File: config.mk
export PLATFORM = sky130hd
export DESIGN_NAME = sum_splitter
export DESIGN_NICKNAME = d
export VERILOG_FILES = /design/src/rtl/sum_splitter.sv
export SDC_FILE = /design/constraint.sdc
export NUM_CORES = 1
export LEC_CHECK = 0
export ABC_AREA = 1
export CAP_MARGIN = 40
export CORE_ASPECT_RATIO = 1.75
export CORE_MARGIN = 1.5
export CORE_UTILIZATION = 53
export DETAILED_ROUTE_END_ITERATION = 7
export PLACE_DENSITY = 0.84
export SYNTH_ARGS = -nofsm -noshare
export SYNTH_HDL_FRONTEND = slang
export SYNTH_SLANG_ARGS = --single-unit
File: constraint.sdc
create_clock -name clk -period 2 [get_ports clk]
set_clock_uncertainty 0.2 [all_clocks]
set_input_delay 0.5 -clock clk [delete_from_list [all_inputs] [get_ports clk]]
set_output_delay 0.5 -clock clk [all_outputs]
set_load 0.005 [all_outputs]
File: src/rtl/sum_splitter.sv
// sum_splitter: takes a target sum and streams every operand pair (a, b)
// with a + b == target, a ascending, one pair per valid/ready handshake.
// Targets above 2*MAX are rejected with an err pulse and no pairs.
//
// Ports:
//   clk        clock
//   reset      asynchronous, active-high reset
//   start      request decomposition of target (sampled only in IDLE)
//   target     W+1 bit sum, latched on an accepted start
//   out_ready  downstream accepts the current pair
//   out_valid  a/b/last carry a valid pair
//   a, b       operand pair, b == latched target - a
//   last       current pair is the final one of the request
//   busy       high while emitting and in the closing DONE cycle
//   done       one-cycle pulse at the end of a request
//   err        one-cycle pulse alongside done for an out-of-range target
//   pair_cnt   number of pairs for the latched target, 0 on error
module sum_splitter #(
  parameter int unsigned W = 4
) (
  input  logic         clk,
  input  logic         reset,
  input  logic         start,
  input  logic [W:0]   target,
  input  logic         out_ready,
  output logic         out_valid,
  output logic [W-1:0] a,
  output logic [W-1:0] b,
  output logic         last,
  output logic         busy,
  output logic         done,
  output logic         err,
  output logic [W:0]   pair_cnt
);

  localparam int unsigned SW        = W + 1;
  localparam int unsigned MAX_INT   = (1 << W) - 1;
  localparam logic [SW-1:0] MAX_S     = SW'(MAX_INT);
  localparam logic [SW-1:0] TWO_MAX_S = SW'(2 * MAX_INT);

  typedef enum logic [1:0] {
    IDLE = 2'd0,
    EMIT = 2'd1,
    DONE = 2'd2
  } state_t;

  state_t state_q;
  state_t state_d;

  // Upper bound of a for the active request; terminates the sweep.
  logic [W-1:0]  hi_q;
  logic [W-1:0]  hi_d;

  logic          valid_d;
  logic [W-1:0]  a_d;
  logic [W-1:0]  b_d;
  logic          last_d;
  logic          busy_d;
  logic          done_d;
  logic          err_d;
  logic [SW-1:0] cnt_d;

  logic          handshake;
  logic          target_bad;
  logic [SW-1:0] lo_s;
  logic [SW-1:0] hi_s;

  assign handshake  = out_valid & out_ready;
  assign target_bad = (target > TWO_MAX_S);

  // Range of a for the incoming target: lo = max(0, S-MAX), hi = min(S, MAX).
  always_comb begin
    lo_s = '0;
    hi_s = target;
    if (target > MAX_S) begin
      lo_s = target - MAX_S;
      hi_s = MAX_S;
    end
  end

  // State register plus registered outputs.
  always_ff @(posedge clk or posedge reset) begin
    if (reset) begin
      state_q   <= IDLE;
      hi_q      <= '0;
      out_valid <= 1'b0;
      a         <= '0;
      b         <= '0;
      last      <= 1'b0;
      busy      <= 1'b0;
      done      <= 1'b0;
      err       <= 1'b0;
      pair_cnt  <= '0;
    end else begin
      state_q   <= state_d;
      hi_q      <= hi_d;
      out_valid <= valid_d;
      a         <= a_d;
      b         <= b_d;
      last      <= last_d;
      busy      <= busy_d;
      done      <= done_d;
      err       <= err_d;
      pair_cnt  <= cnt_d;
    end
  end

  // Next-state logic.
  always_comb begin
    state_d = state_q;
    case (state_q)
      IDLE: begin
        if (start) begin
          state_d = target_bad ? DONE : EMIT;
        end
      end
      EMIT: begin
        if (handshake && last) begin
          state_d = DONE;
        end
      end
      DONE: begin
        state_d = IDLE;
      end
      default: begin
        state_d = IDLE;
      end
    endcase
  end

  // Next values of the registered outputs and the sweep bound.
  always_comb begin
    hi_d    = hi_q;
    valid_d = out_valid;
    a_d     = a;
    b_d     = b;
    last_d  = last;
    cnt_d   = pair_cnt;
    err_d   = 1'b0;
    // busy/done follow the state being entered so they line up with it.
    busy_d  = (state_d != IDLE);
    done_d  = (state_d == DONE);

    case (state_q)
      IDLE: begin
        valid_d = 1'b0;
        last_d  = 1'b0;
        if (start) begin
          if (target_bad) begin
            err_d = 1'b1;
            cnt_d = '0;
          end else begin
            a_d     = W'(lo_s);
            b_d     = W'(target - lo_s);
            hi_d    = W'(hi_s);
            cnt_d   = hi_s - lo_s + SW'(1);
            last_d  = (lo_s == hi_s);
            valid_d = 1'b1;
          end
        end
      end
      EMIT: begin
        // Data only moves on a handshake, so an unaccepted pair holds.
        if (handshake) begin
          if (last) begin
            valid_d = 1'b0;
            last_d  = 1'b0;
          end else begin
            // a < hi <= MAX here, so neither a+1 nor b-1 can wrap.
            a_d    = a + W'(1);
            b_d    = b - W'(1);
            last_d = ((a + W'(1)) == hi_q);
          end
        end
      end
      DONE: begin
        valid_d = 1'b0;
        last_d  = 1'b0;
      end
      default: begin
        valid_d = 1'b0;
        last_d  = 1'b0;
      end
    endcase
  end

endmodule

==> out/metrics.yaml, run 1 <==
run_status:
  outcome: "finished with violations"
  failed_checks: "setup timing"
layout:
  diodes: 0
  fin_cells: 318
  drive_above_1_share_pct: 45.17
  fillers: 111
  final_area_um2: 2681
  area_delta_synth_final_pct: 65.35
  final_nets: 311
yosys:
  synthArstFlopShare_pct: 100.0
  post-synth-top-area-fraction_pct: 37.04
  yosysSeqAreaShare_pct: 37.04
  synthFlopType: "dfrtp_1"
  synth_top_area_cell: "dfrtp_1"
  synthTopCellsByArea: "dfrtp_1, ha_1, nand2_1"
  syn_avg_cell_area_um2: 8.231
  yosysWarnings: 0
  synth_edf_count: 0
  yosys_register_bits: 24
  yosys.cell_types.count: 39
  syn_area_um2: 1622
  synth_common_cells: "nand2_1, dfrtp_1, inv_1"
  synth_most_common_cell: "nand2_1"
  synth_cells: 197
timing:
  hold_viol: 0
  slew_viol_final: 0
  final.setup.tns_ns: -3.320
  fin_ws_ns: -0.7793
  setup_violations: 8
  fin_crit_sh_pct: 139.0
  period_minus_slack_ns: 2.779
  fmax_ghz: 0.3598
  rsz0062_at_grt: "true"
place:
  place_inst: 288
  dp_hpwl_um: 3132
  dp_slack_ns: -1.418
  gp_congestion: 0.8962
  place_area_um2: 2252
  port_buffers: 26
clock_tree:
  path_clk_slew_ns: 0.08
  h-tree-depth: 1
  worstSkewPairLatency_ns: 0.27
  cts_buffers: 3
  clock_path_buffers: 2
  cts.sinks: 24
  cts_tree: "yes"
  root_buffer: "clkbuf_8"
  cts-hold-fix-buffers: 0
critical_path:
  required_ns: 2.00
  cp.arrival_ns: 2.78
  path_max_fanout: 3
  cp-end-kind: "flop"
  crit_path_start_kind: "input pin"
  critPathKind: "in2reg"
power_and_ir_drop:
  irDropWorstVdd_v: 0.0003042
  p_per_area_nw_per_um2: 467.9
  p_leak_nw: 1.302
floorplan:
  die_area_um2: 3413
  fp.coreArea_um2: 2928
  row_count: 26
  start_util_pct: 55.38
  ios: 27
  fp.dieW_um: 44.81
  dieHeight_um: 76.17
global_route:
  antenna_found_initial: 0
  grt_pass1_vias: 1771
  grt_pass1_wl_um: 7886
  track_usage_pct: 30.93
  grt_max_degree: 25
  overflow: 0
route:
  drc_errors: 0
  wl_per_cell_um: 20.70
  wl_um: 6582
  drt_pass1_iterations: 5
  drt_iter0_drc: 109
  vias: 1918
  antenna_left: 0
  via_per_inst: 6.031
run:
  drv_cap: 0
worst_hold_path:
  hold_path_class: "reg2reg"
worst max-delay path: stages:
cell      delay (ns)
buf_8           0.08
ha_4            0.15
inv_4           0.04
nor3_4          0.16
ha_4            0.17
inv_4           0.05
nand3_4         0.07
nand2_2         0.07
a21boi_4        0.15
nor2_4          0.16
inv_4           0.07
ha_4            0.27
a21oi_2         0.05
nor2_1          0.11
nor2_1          0.08
or2_1           0.27
nand3_1         0.11
nand2_1         0.07
o21ai_1         0.13
layout make-up:
cell class | instances | area [um^2] | area share [%]
multi-input combinational | 142 | 1101 | 41.06
timing repair buffer | 89 | 758.2 | 28.28
sequential | 24 | 600.6 | 22.40
inverter | 31 | 131.4 | 4.900
clock buffer | 4 | 55.05 | 2.053
tap | 28 | 35.03 | 1.307
final timing paths:
check | start | endpoint | slack (ns) | depth (start not counted)
setup / recovery | target[1] | pair_cnt[4] | -0.78 | 19
hold / removal | pair_cnt[1] | pair_cnt[1] | 0.33 | 1
setup reg to reg | a[0] | last | 0.03 | 8
hold reg to reg | pair_cnt[1] | pair_cnt[1] | 0.33 | 1
max in group asynchronous | reset | pair_cnt[0] | 0.99 | 3
min in group asynchronous | reset | b[2] | 0.36 | 3
layer usage:
metal  vias up  track usage, %  routed length, um
met3        44           3.081                372
met2       126           54.35               3511
met5         -               0                  0
met1       913           32.93               2235
li1        835               -                  -
met4         0           19.12                463
layout by cell type, fill, tap and decap left out, drive strengths merged, types with 2 or more instances in the layout:
master / Yosys / final
conb: 1 / 2
nand3: 15 / 15
or2: 4 / 4
a21oi: 10 / 10
buf: 1 / 66
o211ai: 2 / 2
clkbuf: 0 / 5
nor3: 4 / 4
o21a: 2 / 2
xor2: 4 / 4
inv: 30 / 30
nand2: 41 / 41
nor2: 13 / 13
xnor2: 3 / 3
o21ai: 20 / 20
ha: 10 / 10
clkdlybuf4s50: 0 / 21
nand4: 3 / 3
o32ai: 2 / 2
dfrtp: 24 / 24
where the power goes:
part / internal (mW) / switching (mW) / total (mW)
Clock: 0.176 / 0.158 / 0.334
Combinational: 0.204 / 0.214 / 0.418
Sequential: 0.493 / 0.00932 / 0.502
per-stage QoR:
step	utilization (%)	hold WS [ns]	power, mW
global route	91.58	0.3454	1.293
global placement	76.92	0.2721	0.7801
finish	91.58	0.3272	1.255
CTS	86.67	0.3018	1.175
detailed placement	76.92	0.2833	0.7911
floorplan	-	0.2673	0.6584
state kept, by name (all words and copies together), names as in the netlist:
| signal | flops |
|---|---|
| pair_cnt | 5 |
| a | 4 |
| b | 4 |
| hi_q | 4 |
| state_q | 2 |
| busy | 1 |
| done | 1 |
| err | 1 |
| last | 1 |
| out_valid | 1 |
logic make-up (layout without fill, tap and decap cells):
| group | after synthesis | count (layout) | synth area share, % |
|---|---|---|---|
| compound gates | 42 | 42 | 15.97 |
| xor+xnor | 7 | 7 | 3.781 |
| fa+ha+maj | 11 | 11 | 8.951 |
| buf+inv | 32 | 124 | 7.639 |
| flops | 24 | 24 | 37.04 |
| other cells | 1 | 2 | 0.2313 |
| simple gates | 80 | 80 | 26.39 |
what timing repair did:
item,in CTS,in global routing
pin swaps,21,14
hold endpoints to repair,0,0
endpoints found under the setup margin,23,14
gates resized for setup,49,20
buffers inserted,18,11
Note: power is estimated with default switching activity, not from simulation.
==> inputs of run 2 (changes only) <==
--- a/config.mk
+++ b/config.mk
@@ -6,8 +6,8 @@
 export NUM_CORES = 1
 export LEC_CHECK = 0
 export ABC_AREA = 1
+export ABC_CLOCK_PERIOD_IN_PS = 2000
 export CAP_MARGIN = 40
-export CORE_ASPECT_RATIO = 1.75
 export CORE_MARGIN = 1.5
 export CORE_UTILIZATION = 53
 export DETAILED_ROUTE_END_ITERATION = 7
==> out/metrics.yaml, run 2 (synthesis results as in run 1) <==
run_status:
  outcome: "finished with violations"
  failed_checks: "setup timing"
floorplan:
  start_util_pct: 57.32  # +1.9 points
  row_count: 19  # -27%
  fp.dieW_um: 58.32  # +30%
  dieHeight_um: 58.32  # -23%
  fp.coreArea_um2: 2829  # -3.4%
  ios: 27  # unchanged
  die_area_um2: 3401  # -0.37%
timing:
  period_minus_slack_ns: 2.750  # -0.02958 ns
  final.setup.tns_ns: -4.055  # -0.7349 ns
  setup_violations: 20  # +12
  fin_hold_ws_ns: 0.2972  # -0.02998 ns
  fin_ws_ns: -0.7497  # +0.02958 ns
  fin_crit_sh_pct: 137.5  # -1.5 points
  slew_viol_final: 0  # unchanged
  rsz0062_at_grt: "true"
  fmax_ghz: 0.3637  # +1.1%
  hold_viol: 0  # unchanged
layout:
  final-seq-area_um2: 601.8  # +0.21%
  largest_reg_flops: 5  # unchanged
  regMostFlops: "pair_cnt"
  drive_above_1_share_pct: 45.39  # +0.22 points
  final_nets: 314  # +0.96%
  diodes: 0  # unchanged
  area_delta_synth_final_pct: 66.67
  fin_util_pct: 95.53  # +4.0 points
  multi_input_area_um2: 1112  # +1.0%
  fillers: 73  # -34%
  final_cell_mix: "buf_4, nand2_1, dfrtp_1"
  final_area_um2: 2703  # +0.79%
  fin_cells: 324  # +1.9%
  layout_commonest_cell: "buf_4"
power_and_ir_drop:
  p_total_mw: 1.317  # +4.9%
  p_leak_nw: 1.322  # +1.5%
  p_per_area_nw_per_um2: 487.2  # +4.1%
  irDropWorstVdd_v: 0.0002932  # -3.6%
global_route:
  grt_pass1_vias: 1795  # +1.4%
  grt_max_degree: 25  # unchanged
  grt_pass1_wl_um: 8638  # +9.5%
  overflow: 0  # unchanged
  antenna_found_initial: 0  # unchanged
  track_usage_pct: 34.06  # +3.1 points
critical_path:
  crit_chain: "buf_8 -> ha_4 -> inv_4 -> nor3_4 -> ha_4 -> inv_4 -> nand3_4 -> nand2_2 -> a21boi_4 -> nor2_4 -> inv_4 -> ha_4 -> a21oi_2 -> nor2_1 -> nor2_1 -> or2_1 -> a21oi_1 -> o21ai_1"
  path_max_fanout: 3  # unchanged
  reg2reg_depth: 8  # unchanged
  reg2reg_from: "a[0]"
  required_ns: 2.04  # +0.04 ns
  cp-end-kind: "flop"
  cp.arrival_ns: 2.79  # about the same
  cpMaxStageDelayCell: "ha_4"
  r2r_end: "last"
  reg2reg_setup_slack_ns: -0.11  # -0.14 ns
  crit_path_start_kind: "input pin"
  max_stage_delay_ns: 0.26  # about the same
  critPathKind: "in2reg"
place:
  place_inst: 296  # +2.8%
  dp_hpwl_um: 3234  # +3.2%
  gp_congestion: 0.8139  # -9.2%
  dp_slack_ns: -1.450  # -0.03170 ns
  place_area_um2: 2293  # +1.8%
  port_buffers: 26  # unchanged
clock_tree:
  cts_tree: "yes"
  cts_buffers: 3  # unchanged
  cts-hold-fix-buffers: 0  # unchanged
  clock_path_buffers: 2  # unchanged
  root_buffer: "clkbuf_4"
  h-tree-depth: 1  # unchanged
  worstSkewPairLatency_ns: 0.34  # +0.07 ns
  cts.sinks: 24  # unchanged
  path_clk_slew_ns: 0.15  # +0.07 ns
route:
  wl_um: 7333  # +11%
  drc_errors: 0  # unchanged
  antenna_left: 0  # unchanged
  vias: 2113  # +10%
  drt_iter0_drc: 312  # +190%
  drt_pass1_iterations: 8  # +3
  via_per_inst: 6.522  # +8.1%
  wl_per_cell_um: 22.63  # +9.3%
worst_hold_path:
  hold_path_class: "in2async"
run:
  drv_cap: 0  # unchanged
[run 2: cell count changes in the layout (fill, tap and decap cells not counted), moves of 3 or more]
cell      delta
buf_4        +8
buf_6        -6
clkbuf_8     -4
clkbuf_4     +3
[run 2: area by class of cell]
class | count | area share (%)
clock inverter | 1 | 1.111
clock buffer | 3 | 0.8333
inverter | 31 | 4.861
sequential | 24 | 22.27
timing repair buffer | 92 | 28.33
multi-input combinational | 142 | 41.16
tap | 31 | 1.435
[run 2: routing by layer]
metal,vias up,GRT usage (%),part of all wire (%)
met5,-,0,0
met4,0,19.27,9.8
met3,83,5.714,11
met2,226,58.11,46
met1,960,40.48,33
li1,844,-,-
[run 2: worst max-delay path, delay by kind of cell]
kind | cells | cell delay (ns)
AO/OA/AOI/OAI | 4 | 0.52
adder cells (fa/ha/maj) | 3 | 0.59
buffers and inverters | 4 | 0.25
AND/OR/NAND/NOR | 7 | 0.93
[run 2: how the worst max path moves through the flow]
stage	from	end	slack [ns]	depth (start not counted)
4_1_cts	target[1]	pair_cnt[4]	-0.44	19
5_1_grt	target[0]	pair_cnt[4]	-0.82	18
2_1_floorplan	target[0]	pair_cnt[4]	-0.65	16
3_3_place_gp	target[0]	pair_cnt[4]	-1.34	17
6_report	target[0]	pair_cnt[4]	-0.75	18
3_5_place_dp	target[1]	pair_cnt[4]	-1.45	18
[run 2: where the power goes]
part           switching [mW]  total (mW)  internal (mW)
registers             0.00944       0.503          0.493
clock network           0.167       0.370          0.203
logic                   0.232       0.443          0.212
[run 2: what timing repair did]
| action | in CTS | in global routing |
|---|---|---|
| pin swaps | 22 | 21 |
| buffers inserted | 8 | 16 |
| endpoints found under the setup margin | 22 | 14 |
| resized for setup | 41 | 26 |
